[src/rtl/vram_rect_fill_if.sv]
// Fill-command channel (valid/ready plus abort) and VRAM write port of the rectangle-fill engine.
// master drives commands and observes writes; slave is the engine side.
interface vram_rect_fill_if #(
    parameter int C_COORD_WIDTH = 6,
    parameter int C_DATA_WIDTH  = 8
);
    logic                            cmd_valid;
    logic                            cmd_ready;
    logic        [C_COORD_WIDTH-1:0] cmd_x0;
    logic        [C_COORD_WIDTH-1:0] cmd_y0;
    logic        [C_COORD_WIDTH-1:0] cmd_w_m1;
    logic        [C_COORD_WIDTH-1:0] cmd_h_m1;
    logic        [C_DATA_WIDTH-1:0]  cmd_color;
    logic                            cmd_sync;
    logic                            abort;
    logic signed [31:0]              data_address;
    logic signed [C_DATA_WIDTH-1:0]  data_din;
    logic                            data_we;

    modport master (
        output cmd_valid, cmd_x0, cmd_y0, cmd_w_m1, cmd_h_m1, cmd_color, cmd_sync, abort,
        input  cmd_ready, data_address, data_din, data_we
    );

    modport slave (
        input  cmd_valid, cmd_x0, cmd_y0, cmd_w_m1, cmd_h_m1, cmd_color, cmd_sync, abort,
        output cmd_ready, data_address, data_din, data_we
    );
endinterface

[src/rtl/vram_rect_fill.sv]
// Rectangle fill into the 64x64 VRAM: one registered cell write per clock, first write the cycle after accept
// (or after the vsync falling edge); one command at a time, cmd_ready only in IDLE.
module vram_rect_fill #(
    parameter int C_COORD_WIDTH = 6,
    parameter int C_DATA_WIDTH  = 8
) (
    input  logic              clk,
    input  logic              reset,
    vram_rect_fill_if.slave   bus,
    input  logic              vsync,
    output logic              busy,
    output logic              done
);
    localparam logic [1:0] S_IDLE    = 2'd0;
    localparam logic [1:0] S_WAIT_VS = 2'd1;
    localparam logic [1:0] S_FILL    = 2'd2;
    localparam logic [1:0] S_DONE    = 2'd3;

    logic [1:0]               state;
    logic [C_COORD_WIDTH-1:0] x0_q, y0_q, w_m1_q, h_m1_q;
    logic [C_DATA_WIDTH-1:0]  color_q;
    logic [C_COORD_WIDTH-1:0] i_cnt, j_cnt, i_nxt, j_nxt;
    logic                     vsync_d;
    logic                     row_end, last_cell, vs_fall, accept;

    function automatic logic signed [31:0] cell_addr(input logic [C_COORD_WIDTH-1:0] x,
                                                     input logic [C_COORD_WIDTH-1:0] y);
        logic [31:0] a;
        a = '0;
        a[2*C_COORD_WIDTH-1:0] = {y, x};
        return signed'(a);
    endfunction

    assign bus.cmd_ready = (state == S_IDLE);
    assign busy          = (state != S_IDLE);
    assign done          = (state == S_DONE);

    assign accept    = bus.cmd_valid && (state == S_IDLE);
    assign row_end   = (i_cnt == w_m1_q);
    assign last_cell = row_end && (j_cnt == h_m1_q);
    assign vs_fall   = vsync_d && !vsync;

    always_comb begin
        i_nxt = i_cnt + C_COORD_WIDTH'(1);
        j_nxt = j_cnt;
        if (row_end) begin
            i_nxt = '0;
            j_nxt = j_cnt + C_COORD_WIDTH'(1);
        end
    end

    // The output registers always hold the cell addressed by (i_cnt, j_cnt) while in FILL.
    always_ff @(posedge clk or negedge reset) begin
        if (!reset) begin
            state            <= S_IDLE;
            x0_q             <= '0;
            y0_q             <= '0;
            w_m1_q           <= '0;
            h_m1_q           <= '0;
            color_q          <= '0;
            i_cnt            <= '0;
            j_cnt            <= '0;
            vsync_d          <= 1'b1;
            bus.data_we      <= 1'b0;
            bus.data_address <= '0;
            bus.data_din     <= '0;
        end else begin
            vsync_d <= vsync;
            case (state)
                S_IDLE: begin
                    if (accept) begin
                        x0_q    <= bus.cmd_x0;
                        y0_q    <= bus.cmd_y0;
                        w_m1_q  <= bus.cmd_w_m1;
                        h_m1_q  <= bus.cmd_h_m1;
                        color_q <= bus.cmd_color;
                        i_cnt   <= '0;
                        j_cnt   <= '0;
                        if (bus.cmd_sync) begin
                            state <= S_WAIT_VS;
                        end else begin
                            state            <= S_FILL;
                            bus.data_we      <= 1'b1;
                            bus.data_address <= cell_addr(bus.cmd_x0, bus.cmd_y0);
                            bus.data_din     <= signed'(bus.cmd_color);
                        end
                    end
                end
                S_WAIT_VS: begin
                    if (bus.abort) begin
                        state <= S_IDLE;
                    end else if (vs_fall) begin
                        state            <= S_FILL;
                        bus.data_we      <= 1'b1;
                        bus.data_address <= cell_addr(x0_q, y0_q);
                        bus.data_din     <= signed'(color_q);
                    end
                end
                S_FILL: begin
                    if (bus.abort) begin
                        state       <= S_IDLE;
                        bus.data_we <= 1'b0;
                    end else if (last_cell) begin
                        state       <= S_DONE;
                        bus.data_we <= 1'b0;
                    end else begin
                        i_cnt            <= i_nxt;
                        j_cnt            <= j_nxt;
                        bus.data_address <= cell_addr(x0_q + i_nxt, y0_q + j_nxt);
                    end
                end
                default: state <= S_IDLE;
            endcase
        end
    end
endmodule

[src/flat_wrapper.sv]
// flat-port wrapper written by rule: the top's interface ports become plain ports
module vram_rect_fill_flat 
#(
    parameter int C_COORD_WIDTH = 6,
    parameter int C_DATA_WIDTH  = 8
)
  (clk, reset, vsync, busy, done, bus_cmd_valid, bus_cmd_x0, bus_cmd_y0, bus_cmd_w_m1, bus_cmd_h_m1, bus_cmd_color, bus_cmd_sync, bus_abort, bus_cmd_ready, bus_data_address, bus_data_din, bus_data_we);
  vram_rect_fill_if #(.C_COORD_WIDTH(C_COORD_WIDTH), .C_DATA_WIDTH(C_DATA_WIDTH)) bus_i ();
  input  logic clk;
  input  logic reset;
  input  logic vsync;
  output logic busy;
  output logic done;
  input wire logic [$bits(bus_i.cmd_valid)-1:0] bus_cmd_valid;
  input wire logic [$bits(bus_i.cmd_x0)-1:0] bus_cmd_x0;
  input wire logic [$bits(bus_i.cmd_y0)-1:0] bus_cmd_y0;
  input wire logic [$bits(bus_i.cmd_w_m1)-1:0] bus_cmd_w_m1;
  input wire logic [$bits(bus_i.cmd_h_m1)-1:0] bus_cmd_h_m1;
  input wire logic [$bits(bus_i.cmd_color)-1:0] bus_cmd_color;
  input wire logic [$bits(bus_i.cmd_sync)-1:0] bus_cmd_sync;
  input wire logic [$bits(bus_i.abort)-1:0] bus_abort;
  output wire logic [$bits(bus_i.cmd_ready)-1:0] bus_cmd_ready;
  output wire logic [$bits(bus_i.data_address)-1:0] bus_data_address;
  output wire logic [$bits(bus_i.data_din)-1:0] bus_data_din;
  output wire logic [$bits(bus_i.data_we)-1:0] bus_data_we;
  assign bus_i.cmd_valid = bus_cmd_valid;
  assign bus_i.cmd_x0 = bus_cmd_x0;
  assign bus_i.cmd_y0 = bus_cmd_y0;
  assign bus_i.cmd_w_m1 = bus_cmd_w_m1;
  assign bus_i.cmd_h_m1 = bus_cmd_h_m1;
  assign bus_i.cmd_color = bus_cmd_color;
  assign bus_i.cmd_sync = bus_cmd_sync;
  assign bus_i.abort = bus_abort;
  assign bus_cmd_ready = bus_i.cmd_ready;
  assign bus_data_address = bus_i.data_address;
  assign bus_data_din = bus_i.data_din;
  assign bus_data_we = bus_i.data_we;
  vram_rect_fill #(.C_COORD_WIDTH(C_COORD_WIDTH), .C_DATA_WIDTH(C_DATA_WIDTH)) u_core (.clk(clk), .reset(reset), .bus(bus_i), .vsync(vsync), .busy(busy), .done(done));
endmodule
[config.mk]
export PLATFORM = sky130hd
export DESIGN_NAME = vram_rect_fill_flat
export DESIGN_NICKNAME = d
export VERILOG_FILES = /design/src/rtl/vram_rect_fill_if.sv /design/src/rtl/vram_rect_fill.sv /design/src/flat_wrapper.sv
export SDC_FILE = /design/constraint.sdc
export NUM_CORES = 1
export LEC_CHECK = 0
export CAP_MARGIN = 20
export CORE_MARGIN = 10
export CORE_UTILIZATION = 56
export DETAILED_ROUTE_END_ITERATION = 10
export PLACE_DENSITY = 0.95
export SYNTH_ARGS = -nofsm -noshare
export SYNTH_HDL_FRONTEND = slang
export SYNTH_SLANG_ARGS = --single-unit
export TNS_END_PERCENT = 1
[constraint.sdc]
create_clock -name clk -period 8.2 [get_ports clk]
set_input_delay 1.64 -clock clk [delete_from_list [all_inputs] [get_ports clk]]
set_output_delay 1.64 -clock clk [all_outputs]
set_load 0.005 [all_outputs]
==> results of run 1 <==
where the power goes:
group          switching [W]  total [W]  internal, W
sequential          0.000105   0.000590     0.000485
clock               0.000125   0.000264     0.000139
combinational       0.000453   0.000918     0.000465
path summary, 6_finish.rpt:
path                       slack, ps                           to  cells past startpoint
setup / recovery                4520   u_core.bus.data_address[5]                     11
hold / removal                   490  u_core.bus.data_address[11]                      2
setup reg to reg                4520   u_core.bus.data_address[5]                     11
max in group asynchronous       6160              u_core.j_cnt[2]                      2
hold reg to reg                  490  u_core.bus.data_address[11]                      2
min in group asynchronous       1480               u_core.x0_q[0]                      2
layout by cell type (no fill, tap or decap), drive strengths merged, types with 6 or more instances in the layout:
cell           netlist  routed
a21oi               24      24
a22o                 6       6
clkbuf               6      11
clkdlybuf4s50        0      60
conb                 1      20
dfrtp               67      67
ha                  16      16
inv                 13      13
mux2                39      39
mux2i               11      11
nand2               20      20
nor2                28      28
o21ai               18      18
xnor2               19      19
worst register-to-register path: stages (launching register included):
cell,delay (ps)
sky130_fd_sc_hd__dfrtp_1,450
sky130_fd_sc_hd__xnor2_1,200
sky130_fd_sc_hd__nand4_2,190
sky130_fd_sc_hd__nor2_1,730
sky130_fd_sc_hd__nor2b_1,230
sky130_fd_sc_hd__ha_1,360
sky130_fd_sc_hd__a211oi_1,320
sky130_fd_sc_hd__o21bai_1,130
sky130_fd_sc_hd__a21oi_1,240
sky130_fd_sc_hd__xor3_1,370
sky130_fd_sc_hd__a21oi_1,230
sky130_fd_sc_hd__o31ai_1,100
layout make-up:
type	count	share of cell area, %
clock buffers	11	2.79
clock inverters	5	1.11
inverters	13	1.04
multi-input cells	268	42.9
flip-flops and latches	68	36.1
well taps	96	2.55
repair buffers	65	13.5
sequential cells by signal, indices dropped and copies added, names as in the netlist:
register                 flops
u_core.bus.data_address     12
u_core.bus.data_din          8
u_core.bus.data_we           1
u_core.color_q               8
u_core.h_m1_q                6
u_core.i_cnt                 6
u_core.j_cnt                 6
u_core.state                 2
u_core.vsync_d               1
u_core.w_m1_q                6
u_core.x0_q                  6
u_core.y0_q                  6
stage by stage:
| stage | util [%] | setup slack [ps] |
|---|---|---|
| detailed placement | 66.6 | 4490 |
| global placement | 66.6 | 4650 |
| CTS | 69.3 | 4590 |
| global route | 69.4 | 4220 |
| floorplan | - | 5310 |
| finish | 69.4 | 4520 |
cell usage after synthesis, types with 2 or more instances:
cell type                  number  area share, %
sky130_fd_sc_hd__nand4_1        3           0.48
sky130_fd_sc_hd__a211oi_1       3           0.57
sky130_fd_sc_hd__mux2_2        38             11
sky130_fd_sc_hd__fa_1           2            1.0
sky130_fd_sc_hd__xor2_1         4           0.89
sky130_fd_sc_hd__a21oi_1       24            3.1
sky130_fd_sc_hd__inv_1         12            1.1
sky130_fd_sc_hd__buf_4         20            3.8
sky130_fd_sc_hd__buf_2          2           0.25
sky130_fd_sc_hd__buf_6          3           0.86
sky130_fd_sc_hd__mux2i_1       11            2.8
sky130_fd_sc_hd__nand3_1        5           0.64
sky130_fd_sc_hd__dfrtp_1       67             43
sky130_fd_sc_hd__nor2b_1        5           0.80
sky130_fd_sc_hd__nor2_1        27            2.6
sky130_fd_sc_hd__a21o_1         4           0.76
sky130_fd_sc_hd__xnor2_1       18            4.0
sky130_fd_sc_hd__o21ai_0       17            2.2
sky130_fd_sc_hd__buf_1          3           0.29
sky130_fd_sc_hd__nand2_1       20            1.9
sky130_fd_sc_hd__a22o_1         6            1.3
sky130_fd_sc_hd__clkbuf_1       5           0.48
sky130_fd_sc_hd__nand2b_1       2           0.32
sky130_fd_sc_hd__o31ai_1        3           0.57
sky130_fd_sc_hd__o22ai_1        3           0.48
sky130_fd_sc_hd__o21a_1         2           0.38
sky130_fd_sc_hd__a22oi_1        5           0.95
sky130_fd_sc_hd__ha_1          16            5.1
sky130_fd_sc_hd__nor3_1         4           0.51
sky130_fd_sc_hd__or2_2          2           0.32
routing by layer:
metal	GRT usage, %	vias to the layer above
li1	-	1372
met1	19.7	1436
met2	30.4	118
met3	4.15	23
met4	9.05	0
met5	0	-
logic make-up (layout without fill, tap and decap cells):
family / after synthesis / after routing
multiplexers: 50 / 50
flip-flops: 68 / 68
AND/OR/NAND/NOR: 76 / 76
buffers and inverters: 47 / 94
XOR/XNOR: 25 / 25
adder cells (fa/ha/maj): 18 / 18
other: 1 / 20
AO/OA/AOI/OAI: 79 / 79
==> results list, run 1 <==
- Cells with a size suffix above 1 make up 16.0% of the layout.
* P_leak: 2.05 nW
- Of the total synthesized cell area, the portion taken by full adders, half adders and majority gates is 6.11%.
- Setup violations remaining at the end of the flow were counted as 0.
- Number of gates resized after CTS: 0
- For the pin with the worst max-slew slack, the measured transition is 885 ps.
- Outcome: finished clean
* Clock net sink count: a little under 70
- WS Path Type: flop to flop
- Of the available clock period, the critical path in the final layout requires between 40% and 50%.
- Per-cell routed wire length: 17.7 um
- The number of hold buffers added after CTS was 0.
- The first routing iteration left 213 violations.
- Total wirelength of the detailed-routed design: ~9.3 mm
- Number of flops mapped to enable cells by yosys: 0
- TritonCTS built the clock tree.
- The synthesized netlist occupies a cell area of about 3900 sq um.
- The floorplan step defined a die boundary enclosing 10,800 sq um.
- Worst setup path start: u_core.i_cnt[3]
* Layout net count: 481
* Total power: 0.00177 W
* Level count of the clock H-tree: 3
- DP Area: 4520 sq um
- Clock buffer count from CTS: 9
- Via count normalized by instance count: 5.61
* Sequential cell area in the final layout: 1700 sq um
- Largest vdd supply drop: 325 uV
* Area of the multi-input gates: between 2000 and 2500 sq um
- Post-Route Skew: 4.43 ps
- Synthesized instance count: between 300 and 400
- Final cell count without fillers: 526
* Filler Cell Count: 477
- Entering global routing, the biggest net connects 69 pins.
- Slowest CP cell: sky130_fd_sc_hd__nor2_1
- Worst-case headroom to the max-slew limit: 40.8%
- Summing the areas of all and, or, nand and nor instances in the mapped netlist gives a little under a tenth of the synthesized area.
- The worst path needs 3680 ps of the cycle, external delays included.
- Pin placement for this block handled 82 I/O pins.
- Synth cell types: between 50 and 60
* Worst endpoint data arrival time: 3900 ps
- Final hold analysis gives a worst-case slack of 487 ps.
* Min-delay worst type: flop to flop
* Detailed-placement wirelength estimate: 6.81 mm
* Cell area after layout: 4710 sq um
* Number of warning messages in the yosys log: 0
- The initial utilization of the core area, before any placement, comes to 57.9%.
- Diode count: 0
* Clk pin slew, worst setup/hold paths: 70 ps
* Total instance count after detailed placement: between 500 and 600
- Post-synthesis to final-layout area growth: 19.9%
- Number of antenna violations at the first check in global routing: 0
- The number of global-route vias before repair came to 3,221.
- In the synthesized netlist the dominant register cell turns out to be sky130_fd_sc_hd__dfrtp_1.
- Worst R2R Start: u_core.i_cnt[3]
- In this run the vertical extent of the chip is 104 um.
- Sequential cells were found to cover about 43% of the synthesized design area.
- Counting flops and latches in the post-synthesis netlist gives roughly 70.
- In this run the post-CTS setup repair buffer count came out at 0.
- Measured along the x axis, the die boundary spans ~100 um.
- The floorplan has 30 rows.
- The cell sitting at the root of the clock tree is a sky130_fd_sc_hd__clkbuf_8.
- Worst EP required: 8420 ps
- Met2 Routed Length: between 4 and 5 mm
* Area of the core: roughly 6800 sq um
* Kind of cell adding the most delay to the critical path: simple AND/OR/NAND/NOR gates
- At the end of routability-driven placement, the weighted congestion stood at approximately 0.90.
- STA classifies the critical path startpoint as a flop.
* Detailed-route via count: around 2,900
* Largest family of logic cells by synthesized area: multiplexers
- In this run the tool buffered the top-level ports with 61 buffer cells.
- After synthesis, the mean cell area works out to roughly 11 sq um.
* Crit path buf inv count: 0
* Synth Area in XOR/XNOR: 6.49%
- For the worst-skew pair, the clock arrives at the later sink with an insertion delay of 350 ps.
- STA classifies the critical path endpoint as a flop.
* Crit-path max FO: 13
* Power Density: 376 nW/um^2
- Setup repair after global routing missed its margin: false
* Residual DRC: 0
* Global route total overflow: 0
- Max-cap violations in this run came to 0.
- Pre-Repair DR Iteration Count: 4
- The first global-routing pass estimated ~16 mm of wire.
* Buffers from clock root to sink, at most: 2
* Uppermost routed layer: met4
- Accumulated negative setup slack: 0 ps
* Mux contribution to synthesized area: 14.0%
* Most frequent cell on the critical path: sky130_fd_sc_hd__a21oi_1
- In this run the remaining antenna-violating nets after routing total 0.
- Highest cell delay on the worst timing path: ~730 ps
- In the global route stage, overall resource usage came out at 17.6%.
- The final number of hold-violating endpoints came to 0.
* FFs w/ async S/R, synth: 100%
- Number of pins exceeding their max-slew limit in the final report: 0
- Synthesized-area fraction occupied by ao, oa, aoi and oai cells: 13.7%
- Worst path cell trace: xnor2_1 > nand4_2 > nor2_1 > nor2b_1 > ha_1 > a211oi_1 > o21bai_1 > a21oi_1 > xor3_1 > a21oi_1 > o31ai_1
- Beginning of the worst hold path: u_core.bus.data_address[11]
- Length of routed met3 wiring: 693 um
- DRT met1 WL: 3.64 mm
* Maximum achievable frequency: between 200 and 300 MHz
No activity file was read; power rests on OpenSTA's default activity.
==> run 2, diff against run 1 <==
--- a/config.mk
+++ b/config.mk
@@ -7,9 +7,9 @@
 export LEC_CHECK = 0
 export CAP_MARGIN = 20
 export CORE_MARGIN = 10
-export CORE_UTILIZATION = 56
+export CORE_UTILIZATION = 47
 export DETAILED_ROUTE_END_ITERATION = 10
-export PLACE_DENSITY = 0.95
+export PLACE_DENSITY = 0.86
 export SYNTH_ARGS = -nofsm -noshare
 export SYNTH_HDL_FRONTEND = slang
 export SYNTH_SLANG_ARGS = --single-unit
==> constraint.sdc (replaced) <==
create_clock -name clk -period 3.05 [get_ports clk]
set_input_delay 0.61 -clock clk [delete_from_list [all_inputs] [get_ports clk]]
set_output_delay 0.61 -clock clk [all_outputs]
set_load 0.005 [all_outputs]
==> results list, run 2 (synthesized netlist as in run 1, its figures left out) <==
- Clock latency on the worst-skew pair: 350 ps (about the same)
- Clock net sink count: 68 (unchanged)
- The maximum root-to-sink buffer count is 2 (unchanged).
- The global-route wire length before repair came to 14.8 mm (-5.7%).
* Maximum achievable frequency: 356 MHz (+31%)
* Detailed-route via count: 2,862 (-3.0%)
* P_leak: 2.10 nW (+2.6%)
- Worst endpoint data arrival time: 3030 ps (-870 ps)
- The area of the die is 12,400 sq um (+15%).
- The worst setup path is captured at a flop.
- In this run the worst hold path is classified as input pin to asynchronous set/reset pin.
- The number of flip-flops under the largest register name was 12 (unchanged).
- The flow ran to the end, and the final reports show no timing, DRC or antenna violations.
- Final setup violation count: 0 (unchanged)
- The multi-input combinational cell area was 2060 sq um (+1.7%).
- Layout cell share with drive strength beyond 1: 19.9% (+3.9 points)
* Max Cap Violations: 0 (unchanged)
- The top cell types in the final layout, fill and taps aside, are sky130_fd_sc_hd__dfrtp_1 (64), sky130_fd_sc_hd__clkdlybuf4s50_1 (60), sky130_fd_sc_hd__mux2_2 (38).
* Power Density: 983 nW/um^2 (+160%)
- Setup repair after global routing left no endpoint under its margin.
* Crit-path max FO: 11 (-2)
* Number of pins exceeding their max-slew limit in the final report: 0 (unchanged)
- Largest vdd supply drop: 787 uV (+140%)
* Accumulated negative setup slack: 0 ps (unchanged)
* Initial core utilization: 48.1% (-9.8 points)
- The number of inserted diodes is 0 (unchanged).
- The register with the most flip-flops in the final layout is u_core.bus.data_address.
* Gpl congestion: 0.837 (-6.7%)
- Vert. Die Dim: 111 um (+7.4%)
- The global-route congestion overflow total is 0 (unchanged).
- The total iterations of the first detailed-routing run came to 4 (unchanged).
* Cell area after layout: 4820 sq um (+2.3%)
- Registers with the highest flip-flop counts: u_core.bus.data_address x12, u_core.bus.data_din x8, u_core.color_q x8
- STA classifies the critical path startpoint as a flop.
* Vias in the first global route: 3,021 (-6.2%)
* Area of the core: 8180 sq um (+20%)
- Root buf cell: sky130_fd_sc_hd__clkbuf_8
- Horizontal extent of the die: 111 um (+7.4%)
* WS Path Type: flop to flop
* Filler Cell Count: 691 (+45%)
- The clock buffer count from CTS was 9 (unchanged).
- Worst EP required: 3270 ps (-5150 ps)
- The largest net degree at the start of global routing was 69 (unchanged).
* Worst-case headroom to the max-slew limit: 43.4% (+2.6 points)
* Sequential cell area in the final layout: 1710 sq um (+0.22%)
- Residual DRC: 0 (unchanged)
- The final critical path time including I/O delays and setup is 2810 ps (-873 ps).
- The post-CTS clock slew at the launch and capture registers of the worst setup and hold paths was 80 ps (about the same).
- DP Area: 4590 sq um (+1.4%)
- Rows: 33 (+10%)
- Slowest CP cell: sky130_fd_sc_hd__dfrtp_2
- Post-synthesis to final-layout area growth: 22.7%
- Via count normalized by instance count: 5.28 (-5.8%)
- Most frequent cell on the critical path: sky130_fd_sc_hd__a21oi_1
* Detailed-placement wirelength estimate: 6.58 mm (-3.4%)
* Initial detailed-routing violation count: 130 (-39%)
- Walking the worst path, the cells encountered are xnor2_2 > nand4_2 > nor2_2 > buf_6 > nor2b_1 > ha_1 > a211oi_1 > o21bai_1 > a21oi_1 > xor3_1 > a21oi_1 > o31ai_1.
- The net total in the final layout was 488 (+1.5%).
- Leaving out fill and tap cells, the most frequent cell in the layout is sky130_fd_sc_hd__dfrtp_1.
- The routed wirelength normalized by instance count came to 16.1 um (-8.8%).
* Post-detailed-route count of antenna-violating nets: 0 (unchanged)
- The combined global-route utilization of all metal layers is 14.3% (-3.3 points).
- Input/output buffers: 61 (unchanged)
- The final number of hold-violating endpoints is 0 (unchanged).
- TritonCTS built the clock tree.
* Slew at the pin closest to its max-slew limit: 849 ps (-36.4 ps)
- Number of antenna violations at the first check in global routing: 0 (unchanged)
- The final clock skew was 9.28 ps (+4.85 ps).
* Level count of the clock H-tree: 3 (unchanged)
* Final cycle utilization of the critical path: 92.1% (+47 points)
* Total wirelength of the detailed-routed design: 8.74 mm (-6.0%)
- The count of pins on the block boundary is 82 (unchanged).
- Highest cell delay on the worst timing path: 460 ps (-270 ps)
[run 2: cell types whose count changed in the layout (fill, tap and decap cells not counted), moves of 3 or more]
cell                      previous run  this run
sky130_fd_sc_hd__xnor2_2             1         5
sky130_fd_sc_hd__dfrtp_2             0         3
sky130_fd_sc_hd__buf_4               4        10
sky130_fd_sc_hd__dfrtp_1            67        64
sky130_fd_sc_hd__xnor2_1            18        14
[run 2: layout make-up]
type	instances	area share, %
Inverter	13	1.01
Clock inverter	5	0.726
Timing Repair Buffer	72	14.3
Tap cell	105	2.72
Multi-Input combinational cell	268	42.7
Clock buffer	11	3.14
Sequential cell	68	35.4
[run 2: what timing repair did]
action,CTS,global route
hold buffers,0,0
buffers inserted,0,1
endpoints found under the setup margin,0,5
gates resized for setup,0,10
[run 2: through the flow]
step                instances  utilization [%]  power, W  hold WS, ps  setup WS [ps]
global route              542             59.0   0.00515          506           14.6
CTS                       541             58.4   0.00478          475            169
detailed placement        525             56.1   0.00406          470            196
global placement          525             56.1   0.00396          464            255
finish                    542             59.0   0.00474          448            241
floorplan                 383                -   0.00326          314            177
[run 2: path summary, 6_finish.rpt]
path	slack, ps	depth (start not counted)	from	to
max in group asynchronous	1990	2	reset	u_core.i_cnt[2]
min in group clk	490	2	u_core.bus.data_address[8]	u_core.bus.data_address[8]
setup / recovery	240	12	u_core.i_cnt[2]	u_core.bus.data_address[5]
hold reg to reg	490	2	u_core.bus.data_address[8]	u_core.bus.data_address[8]
setup reg to reg	240	12	u_core.i_cnt[2]	u_core.bus.data_address[5]
hold / removal	450	2	reset	u_core.y0_q[0]
[run 2: power by group]
part | switching (W) | total, W | internal, W
Combinational | 0.00117 | 0.00247 | 0.00130
Clock | 0.000347 | 0.000687 | 0.000340
Sequential | 0.000281 | 0.00158 | 0.00130
Total | 0.00180 | 0.00474 | 0.00295
[run 2: critical path, delay by kind of cell, from the launching register on]
kind / cells / cell delay, ps
buffers and inverters: 1 / 140
DFF: 1 / 460
AOI/OAI and AO/OA: 5 / 870
and+or+nand+nor: 3 / 430
xor gates and xnor gates: 2 / 470
adders and majority gates: 1 / 320
[run 2: metal layers]
layer	vias to the layer above	global-route usage, %	wire (um)
li1	1385	-	-
met1	1393	17.1	3750
met2	73	23.1	4280
met3	11	5.64	597
met4	0	4.37	107
met5	-	0	0
